--- src/rtl/merge_rr_5to1.sv ---
// Five-input round-robin burst merger feeding a 2-entry output FIFO.
// Optional MERGE_HDR_EN: prefix every burst with header word 32'hC0DE_0000 | port.
module merge_rr_5to1 #(
  parameter int DATA_W      = 32,
  parameter int BURST_LEN   = 16,
  parameter int BURST_CNT_W = 5
) (
  input  logic              clk_user,
  input  logic              reset,
  input  logic [DATA_W-1:0] dout_leaf_interface2user_1,
  input  logic [DATA_W-1:0] dout_leaf_interface2user_2,
  input  logic [DATA_W-1:0] dout_leaf_interface2user_3,
  input  logic [DATA_W-1:0] dout_leaf_interface2user_4,
  input  logic [DATA_W-1:0] dout_leaf_interface2user_5,
  input  logic              vld_interface2user_1,
  input  logic              vld_interface2user_2,
  input  logic              vld_interface2user_3,
  input  logic              vld_interface2user_4,
  input  logic              vld_interface2user_5,
  output logic              ack_user2interface_1,
  output logic              ack_user2interface_2,
  output logic              ack_user2interface_3,
  output logic              ack_user2interface_4,
  output logic              ack_user2interface_5,
  output logic [DATA_W-1:0] din_leaf_user2interface_1,
  output logic              vld_user2interface_1,
  input  logic              ack_interface2user_1
);

  typedef enum logic [1:0] {
    IDLE = 2'd0,
    HDR  = 2'd1,
    XFER = 2'd2
  } state_t;

  state_t                 state;
  logic [2:0]             ptr;
  logic [2:0]             grant;
  logic [BURST_CNT_W-1:0] beats;

  logic [DATA_W-1:0]      fifo_mem [2];
  logic                   rd_idx;
  logic [1:0]             count;

  logic [4:0]             in_vld;
  logic [DATA_W-1:0]      in_data [5];
  logic [4:0]             ack_vec;
  logic [3:0]             pick;
  logic                   fifo_room;
  logic                   gnt_vld;
  logic [DATA_W-1:0]      gnt_data;
  logic                   xfer_acc;
  logic                   hdr_push;
  logic                   push;
  logic                   pop;
  logic [DATA_W-1:0]      push_data;
  logic [DATA_W-1:0]      hdr_word;
  logic                   burst_last;

  function automatic logic [2:0] next_port(input logic [2:0] p);
    return (p == 3'd5) ? 3'd1 : p + 3'd1;
  endfunction

  // Returns {found, port}: first requesting port strictly after 'from', wrapping 5->1.
  function automatic logic [3:0] rr_pick(input logic [2:0] from, input logic [4:0] req);
    logic [2:0] p;
    logic [3:0] r;
    r = '0;
    p = from;
    for (int i = 0; i < 5; i++) begin
      p = next_port(p);
      if (!r[3] && req[p - 3'd1]) r = {1'b1, p};
    end
    return r;
  endfunction

  assign in_vld = {vld_interface2user_5, vld_interface2user_4, vld_interface2user_3,
                   vld_interface2user_2, vld_interface2user_1};
  assign in_data[0] = dout_leaf_interface2user_1;
  assign in_data[1] = dout_leaf_interface2user_2;
  assign in_data[2] = dout_leaf_interface2user_3;
  assign in_data[3] = dout_leaf_interface2user_4;
  assign in_data[4] = dout_leaf_interface2user_5;

  assign pick       = rr_pick(ptr, in_vld);
  assign fifo_room  = (count != 2'd2);
  assign gnt_vld    = in_vld[grant - 3'd1];
  assign gnt_data   = in_data[grant - 3'd1];
  assign xfer_acc   = (state == XFER) && fifo_room && gnt_vld;
  assign burst_last = (beats == BURST_CNT_W'(BURST_LEN - 1));
  assign hdr_word   = DATA_W'(32'hC0DE_0000 | {29'd0, grant});

`ifdef MERGE_HDR_EN
  localparam state_t GRANT_STATE = HDR;
  assign hdr_push = (state == HDR) && fifo_room;
`else
  localparam state_t GRANT_STATE = XFER;
  assign hdr_push = 1'b0;
`endif

  assign push      = xfer_acc || hdr_push;
  assign push_data = hdr_push ? hdr_word : gnt_data;
  assign pop       = vld_user2interface_1 && ack_interface2user_1;

  // Accept depends on registered state and count only, never on downstream ack.
  always_comb begin
    ack_vec = '0;
    if ((state == XFER) && fifo_room) ack_vec[grant - 3'd1] = 1'b1;
  end

  assign ack_user2interface_1 = ack_vec[0];
  assign ack_user2interface_2 = ack_vec[1];
  assign ack_user2interface_3 = ack_vec[2];
  assign ack_user2interface_4 = ack_vec[3];
  assign ack_user2interface_5 = ack_vec[4];

  assign vld_user2interface_1      = (count != 2'd0);
  assign din_leaf_user2interface_1 = vld_user2interface_1 ? fifo_mem[rd_idx] : '0;

  // FIFO storage is data only; emptiness masks stale contents on the output.
  always_ff @(posedge clk_user) begin
    if (push) fifo_mem[rd_idx ^ count[0]] <= push_data;
  end

  always_ff @(posedge clk_user) begin
    if (reset) begin
      count  <= 2'd0;
      rd_idx <= 1'b0;
    end else begin
      if (pop) rd_idx <= ~rd_idx;
      case ({push, pop})
        2'b10:   count <= count + 2'd1;
        2'b01:   count <= count - 2'd1;
        default: count <= count;
      endcase
    end
  end

  always_ff @(posedge clk_user) begin
    if (reset) begin
      state <= IDLE;
      ptr   <= 3'd5;
      grant <= 3'd1;
      beats <= '0;
    end else begin
      case (state)
        IDLE: begin
          if (pick[3]) begin
            grant <= pick[2:0];
            beats <= '0;
            state <= GRANT_STATE;
          end
        end
        HDR: begin
          if (fifo_room) state <= XFER;
        end
        XFER: begin
          // A full FIFO stalls the burst; only a gap or the final beat ends it.
          if (fifo_room) begin
            if (gnt_vld) begin
              beats <= beats + BURST_CNT_W'(1);
              if (burst_last) begin
                state <= IDLE;
                ptr   <= grant;
              end
            end else begin
              state <= IDLE;
              ptr   <= grant;
            end
          end
        end
        default: state <= IDLE;
      endcase
    end
  end

endmodule
--- config.mk ---
export PLATFORM = sky130hd
export DESIGN_NAME = merge_rr_5to1
export DESIGN_NICKNAME = d
export VERILOG_FILES = /design/src/rtl/merge_rr_5to1.sv
export SDC_FILE = /design/constraint.sdc
export NUM_CORES = 1
export LEC_CHECK = 0
export CAP_MARGIN = 25
export CORE_MARGIN = 4
export CORE_UTILIZATION = 46
export CTS_BUF_LIST = sky130_fd_sc_hd__clkbuf_4
export CTS_CLUSTER_SIZE = 14
export DETAILED_ROUTE_END_ITERATION = 8
export MAX_ROUTING_LAYER = met4
export PLACE_DENSITY = 0.87
export SLEW_MARGIN = 10
export SYNTH_ARGS = -nofsm -noshare
export SYNTH_HDL_FRONTEND = slang
export SYNTH_SLANG_ARGS = --single-unit
--- constraint.sdc ---
create_clock -name clk_user -period 6 [get_ports clk_user]
set_clock_uncertainty 0.1 [all_clocks]
set_input_delay 0.9 -clock clk_user [delete_from_list [all_inputs] [get_ports clk_user]]
set_output_delay 0.9 -clock clk_user [all_outputs]
set_load 0.1 [all_outputs]
Word-level counts from Yosys, hierarchy flattened --
Memories as Yosys holds them, arrays and structs flattened. A register that Yosys moved wholly into a read port is not among the register bits. Index checks and enable logic that the tools add are counted.
Storage, ports and cells: flip-flop bits (word level) 16, RAM bits 64, input bits 168, output and inout port bits 38, memories 1
Operators by class: add/subtract/negate cells 14, $lt $le $gt $ge 8, eq/ne operators 17, muxes and demuxes 46, bitwise operators 3, reduce and logical (&&, ||, !) cells 20
Memories:
- fifo_mem | words 2, width 32, rd ports 1, clocked after Yosys merged registers in 1, write ports 1, RTL line 41 | logic [DATA_W-1:0] fifo_mem [2];
Operators by type and width (count):
- 32-bit binary-select mux with 3-bit select | 1
- 32-bit two-way mux | 3
- 3-bit by 4-bit less-than comparator with 1-bit output, second input constant | 6
- 3-bit two-way mux | 7
- 4-bit two-way mux | 5
- 5-bit two-way mux | 4
- 1-bit binary-select mux with 3-bit select | 6
- 3-bit by 1-bit subtractor with 3-bit output, second input constant | 6
- 3-bit by 1-bit adder with 3-bit output, second input constant | 5
- 3-bit == test, second input constant | 5
- 1-bit two-way mux | 11
- 2-bit two-way mux | 5
- 2-bit != test, second input constant | 5
- 5-bit one-hot mux with 2 select lines | 1
- 1-bit logical AND | 8
- 4-bit AND reduction | 2
- 2-bit one-hot mux with 3 select lines | 1
- 2-bit nonzero test | 3
- 5-bit by 1-bit adder with 5-bit output, second input constant | 1
- 5-bit by 4-bit == test with 1-bit output, second input constant | 1
- 2-bit by 1-bit == test with 1-bit output, second input constant | 2
- 2-bit == test, second input constant | 2
- 4-bit greater-or-equal comparator, second input constant | 1
- 1-bit zero test | 4
- 13 further kinds | 13

Depth between registers and ports, before layout --
depth in word-level cells 20, depth in mapped cells 19, depth with buffers taken out 17

Least setup slack after synthesis --
Ideal clock, no wire load.
kind reg2out, from register grant[0], to output port ack_user2interface_4, data arrival time 3.942 ns, required time 5.000 ns, slack 1.058 ns, cell stages (with the launch flop) 10, cell sequence dfxtp_1 > clkbuf_1 > clkbuf_1 > inv_1 > ha_1 > xnor2_1 > nand2b_1 > clkbuf_1 > clkbuf_1 > nor3_1
On the way: longest elaborated chain between the ends 6, elaborated cells between the ends (all ways) 7, classes of those cells add/sub: 1; order compare: 2; mux: 3; reduce/logical: 1
Ends and longest elaborated chain:
- start: declaration | RTL line 38 | logic [2:0] grant;
- start signal: assignment | RTL line 149 | grant <= pick[2:0];
- 3-bit by 1-bit subtractor with 3-bit output (*) | RTL line 108 | if ((state == XFER) && fifo_room) ack_vec[grant - 3'd1] = 1'b1;
- 3-bit by 4-bit less-than comparator with 1-bit output (not written as such) or 3-bit by 1-bit greater-or-equal comparator with 1-bit output (tied branches) | RTL line 108
- 1-bit logical AND (not written as such) | RTL line 108
- 1-bit two-way mux (not written as such) | RTL line 108
- 1-bit demux with 3-bit select (*) | RTL line 108
- 5-bit two-way mux (*) | RTL line 108
- end: declaration | RTL line 23 | output logic ack_user2interface_4,
Every way passes the cells marked *; elsewhere a longest branch is shown, timed or not.

Final worst setup path --
from register ptr[1], to register beats[2]
On the way: longest elaborated chain between the ends 20, elaborated cells between the ends (all ways) 45, classes of those cells add/sub: 10; eq/ne: 6; mux: 20; reduce/logical: 9
Ends and longest elaborated chain:
- start: declaration | RTL line 37 | logic [2:0] ptr;
- start signal: assignment | RTL line 164 | ptr <= grant;
- start signal: assignment | RTL line 168 | ptr <= grant;
- 3-bit by 1-bit adder with 3-bit output or 3-bit == test (tied branches) | RTL line 61 | return (p == 3'd5) ? 3'd1 : p + 3'd1;
- 3-bit two-way mux (*) | RTL line 61
- parallel branches: the longest is 15 deep, another holds 3-bit by 1-bit adder with 3-bit output
- 4-bit two-way mux (*) | RTL line 72 | if (!r[3] && req[p - 3'd1]) r = {1'b1, p};
- 2-bit != test (no line) (*)
- 4-bit AND reduction (no line) (*)
- end signal: assignment | RTL line 161 | beats <= beats + BURST_CNT_W'(1);
- end: declaration | RTL line 39 | logic [BURST_CNT_W-1:0] beats;
Mark *: on every way between the ends. The select of a mux whose other input is x is not followed. A chain may end at the register's enable or synchronous reset.

==> qor.yml <==
status: "complete, no violations"
grt_antenna_before_repair: 0
ys_ff_latch: 80
cts-htree-levels: 3
start_util_pct: 46.78
place_hpwl_mm: 12.57
grt_pass1_vias: 4986
finalCriticalPeriod_ns: 5.029
syn_avg_cell_area_sq_um: 10.51
drt_wl_total_mm: 16.39
ys_types: 70
clock-sinks: 80
ys_top_cells_by_area: "edfxtp_1 36%, mux2i_1 19%, dfxtp_1 6.0%, o221ai_1 5.4%, nor2_1 3.7%"
p_sw_share_pct: 52.32
clk_latency_ns: 0.42
finalPower_mw: 4.112
place_inst: 825
layout.nets: 874
vias: 4703
yosysWarnings: 0
gr-usage-met3_pct: 4.961
syn_inst: 506
rsz0062_at_grt: "no"
clockBufferDepth: 2
path_clk_slew_ns: 0.12
tritoncts: "built"
syn_nets: 687
critPathRequiredTime_ns: 6.23
holdPathStages: 2
cts_root_buf: "clkbuf_4"
firstDrtPassIters: 5
num_rows: 39
ant_nets: 0
drc: 0
synth_edf_count: 64
die_height_microns: 115.5
overflow: 0
grt_pass1_wl_mm: 24.85
met1_usage_pct: 26.87
power_leakage_nw: 2.982
min_period_over_period_pct: 83.82
drtIter0Drc: 320
hold_class: "register to register"
use_met2_pct: 43.36
numCtsBuffers: 9
syn-cell-area_sq_um: 5319
drv_slew: 0
cp-start-kind: "register"
ys.flop_type: "edfxtp_1"
busiest_layer: "met2"
dieWidth_microns: 115.5
core_area_sq_um: 11370
worst_r2r_path_depth: 17
ir_worst_vdd_v: 0.0004358
die_area_sq_um: 13350
port_buffers: 205
syn2layout_area_growth_pct: 42.23
power_density_nw_per_um2: 543.6
ys_async_sr_fraction_pct: 0
power.switching_mw: 2.151
finalCoreUtilization_pct: 66.53
slew_headroom_pct: 31.00
via_per_inst: 5.586
timing.fmax_mhz: 198.8
setup_viol: 0
clkPwrFrac_pct: 6.3
finalWeightedCongestion: 0.8806
postPlaceCellArea_sq_um: 7456
worstSetupPathType: "register to register"
fin_area_sq_um: 7565
synth.most_common_cell: "mux2i_1"
yosys.area.top_type_share_pct: 36.13
critical_path_arrival_ns: 5.26
synth_top_cell_by_area: "edfxtp_1"
cts_setup_buffers: 0
p_int_mw: 1.961
cts_hold_buf: 0
combPwrFrac_pct: 68.8
timing.max_cap.violations: 0
tns_ns: 0
cts.repair.resized: 0
cp_max_fo: 14
crit_path_end_kind: "register"
finalNonFillerCells: 842
seq_area_frac_synth_pct: 42.15
grt_max_degree: 38
tightest_slew_ns: 1.032
hold_violations: 0
yosys-top-cells-count: "101 x mux2i_1, 64 x edfxtp_1, 53 x nor2_1"
wl_per_cell_microns: 19.46
drive_gt1_share_pct: 7.020
grt_usage_pct: 24.45
ios: 206
power_frac_seq_pct: 24.9
-- placed cells by master (no fill, tap or decap), types with 3 or more instances in the layout --
cell / n
xnor2_1: 4
a31oi_1: 4
o21ai_0: 4
xor2_1: 7
and2_1: 4
mux2_2: 4
nand3_1: 5
nor2_1: 51
and3_1: 4
inv_1: 14
nor2b_1: 4
clkinv_1: 5
a211o_1: 4
nand2_1: 49
nand2b_1: 6
mux2i_1: 101
o221ai_1: 33
ha_1: 13
clkbuf_4: 9
a21oi_1: 13
nor3_1: 6
clkdlybuf4s50_1: 202
a211oi_1: 3
dfxtp_1: 14
or3_1: 4
edfxtp_1: 64
buf_4: 10
and3b_1: 3
-- power by group through the flow --
| stage | Sequential [mW] | Clock [mW] | Combinational, mW |
|---|---|---|---|
| floorplan | 0.924 | 0 | 2.22 |
| global placement | 1.02 | 0 | 2.74 |
| detailed placement | 1.04 | 0 | 2.82 |
| CTS | 1.02 | 0.264 | 2.83 |
| finish | 1.02 | 0.260 | 2.83 |
| global route | 1.04 | 0.290 | 3.02 |
-- worst paths after layout --
kind | startpoint | end | slack [ns]
worst max register to register | ptr[1] | beats[2] | 0.97
worst min-delay path | beats[0] | beats[0] | 0.42
worst min register to register | beats[0] | beats[0] | 0.42
worst max-delay path | ptr[1] | beats[2] | 0.97
-- state kept, by name, summed over array words and instances (netlist names), named ones only --
signal    flops
beats         5
rd_idx        1
grant         3
count         2
state         1
fifo_mem     64
ptr           3
-- critical path, stage by stage (launching register included) --
cell and delay [ns]:
dfxtp_1 0.67, nand2b_1 0.25, nand2_1 0.15, ha_1 0.29
a21oi_1 0.28, a21oi_1 0.16, ha_1 0.29, a221oi_2 0.45
inv_1 0.16, ha_1 0.29, and3b_1 0.22, a311oi_4 0.35
xnor2_2 0.17, and3_4 0.20, a211o_1 0.33, nor3_2 0.26
nor2_1 0.13, nor3_1 0.21
-- layout make-up --
| cell class | count | area (sq um) |
|---|---|---|
| clock buffers | 9 | 67.56 |
| repair buffers | 212 | 2097 |
| clock inverters | 7 | 38.79 |
| well taps | 143 | 178.9 |
| fillers | 868 | 3805 |
| inverters | 16 | 60.06 |
| diodes | 1 | 2.502 |
| multi-input cells | 374 | 2873 |
| flip-flops and latches | 80 | 2247 |
-- logic make-up (layout without fill, tap and decap cells) --
family	Yosys count	count (layout)	synth area share, %
buffers and inverters	52	244	4.022
XOR/XNOR	12	12	2.117
AND/OR/NAND/NOR	155	155	14.21
multiplexers	107	107	20.56
other	0	1	0
flip-flops	80	80	42.15
adder cells (fa/ha/maj)	13	13	3.058
AO/OA/AOI/OAI	87	87	13.88
-- per-layer routing --
layer / vias up / wire, microns / part of all wire [%]
met2: 184 / 8483 / 52
li1: 2281 / - / -
met4: 0 / 377 / 2.3
met3: 32 / 1369 / 8.4
met5: - / 0 / 0
met1: 2206 / 6156 / 38
-- per-stage QoR --
stage / hold WS [ns] / worst slack, ns
floorplan: 0.3637 / 1.058
global placement: 0.3901 / 1.308
detailed placement: 0.3965 / 1.036
CTS: 0.4146 / 0.9977
global route: 0.4325 / 0.6487
finish: 0.4190 / 0.9707
Power figures use the tool's default switching activity.
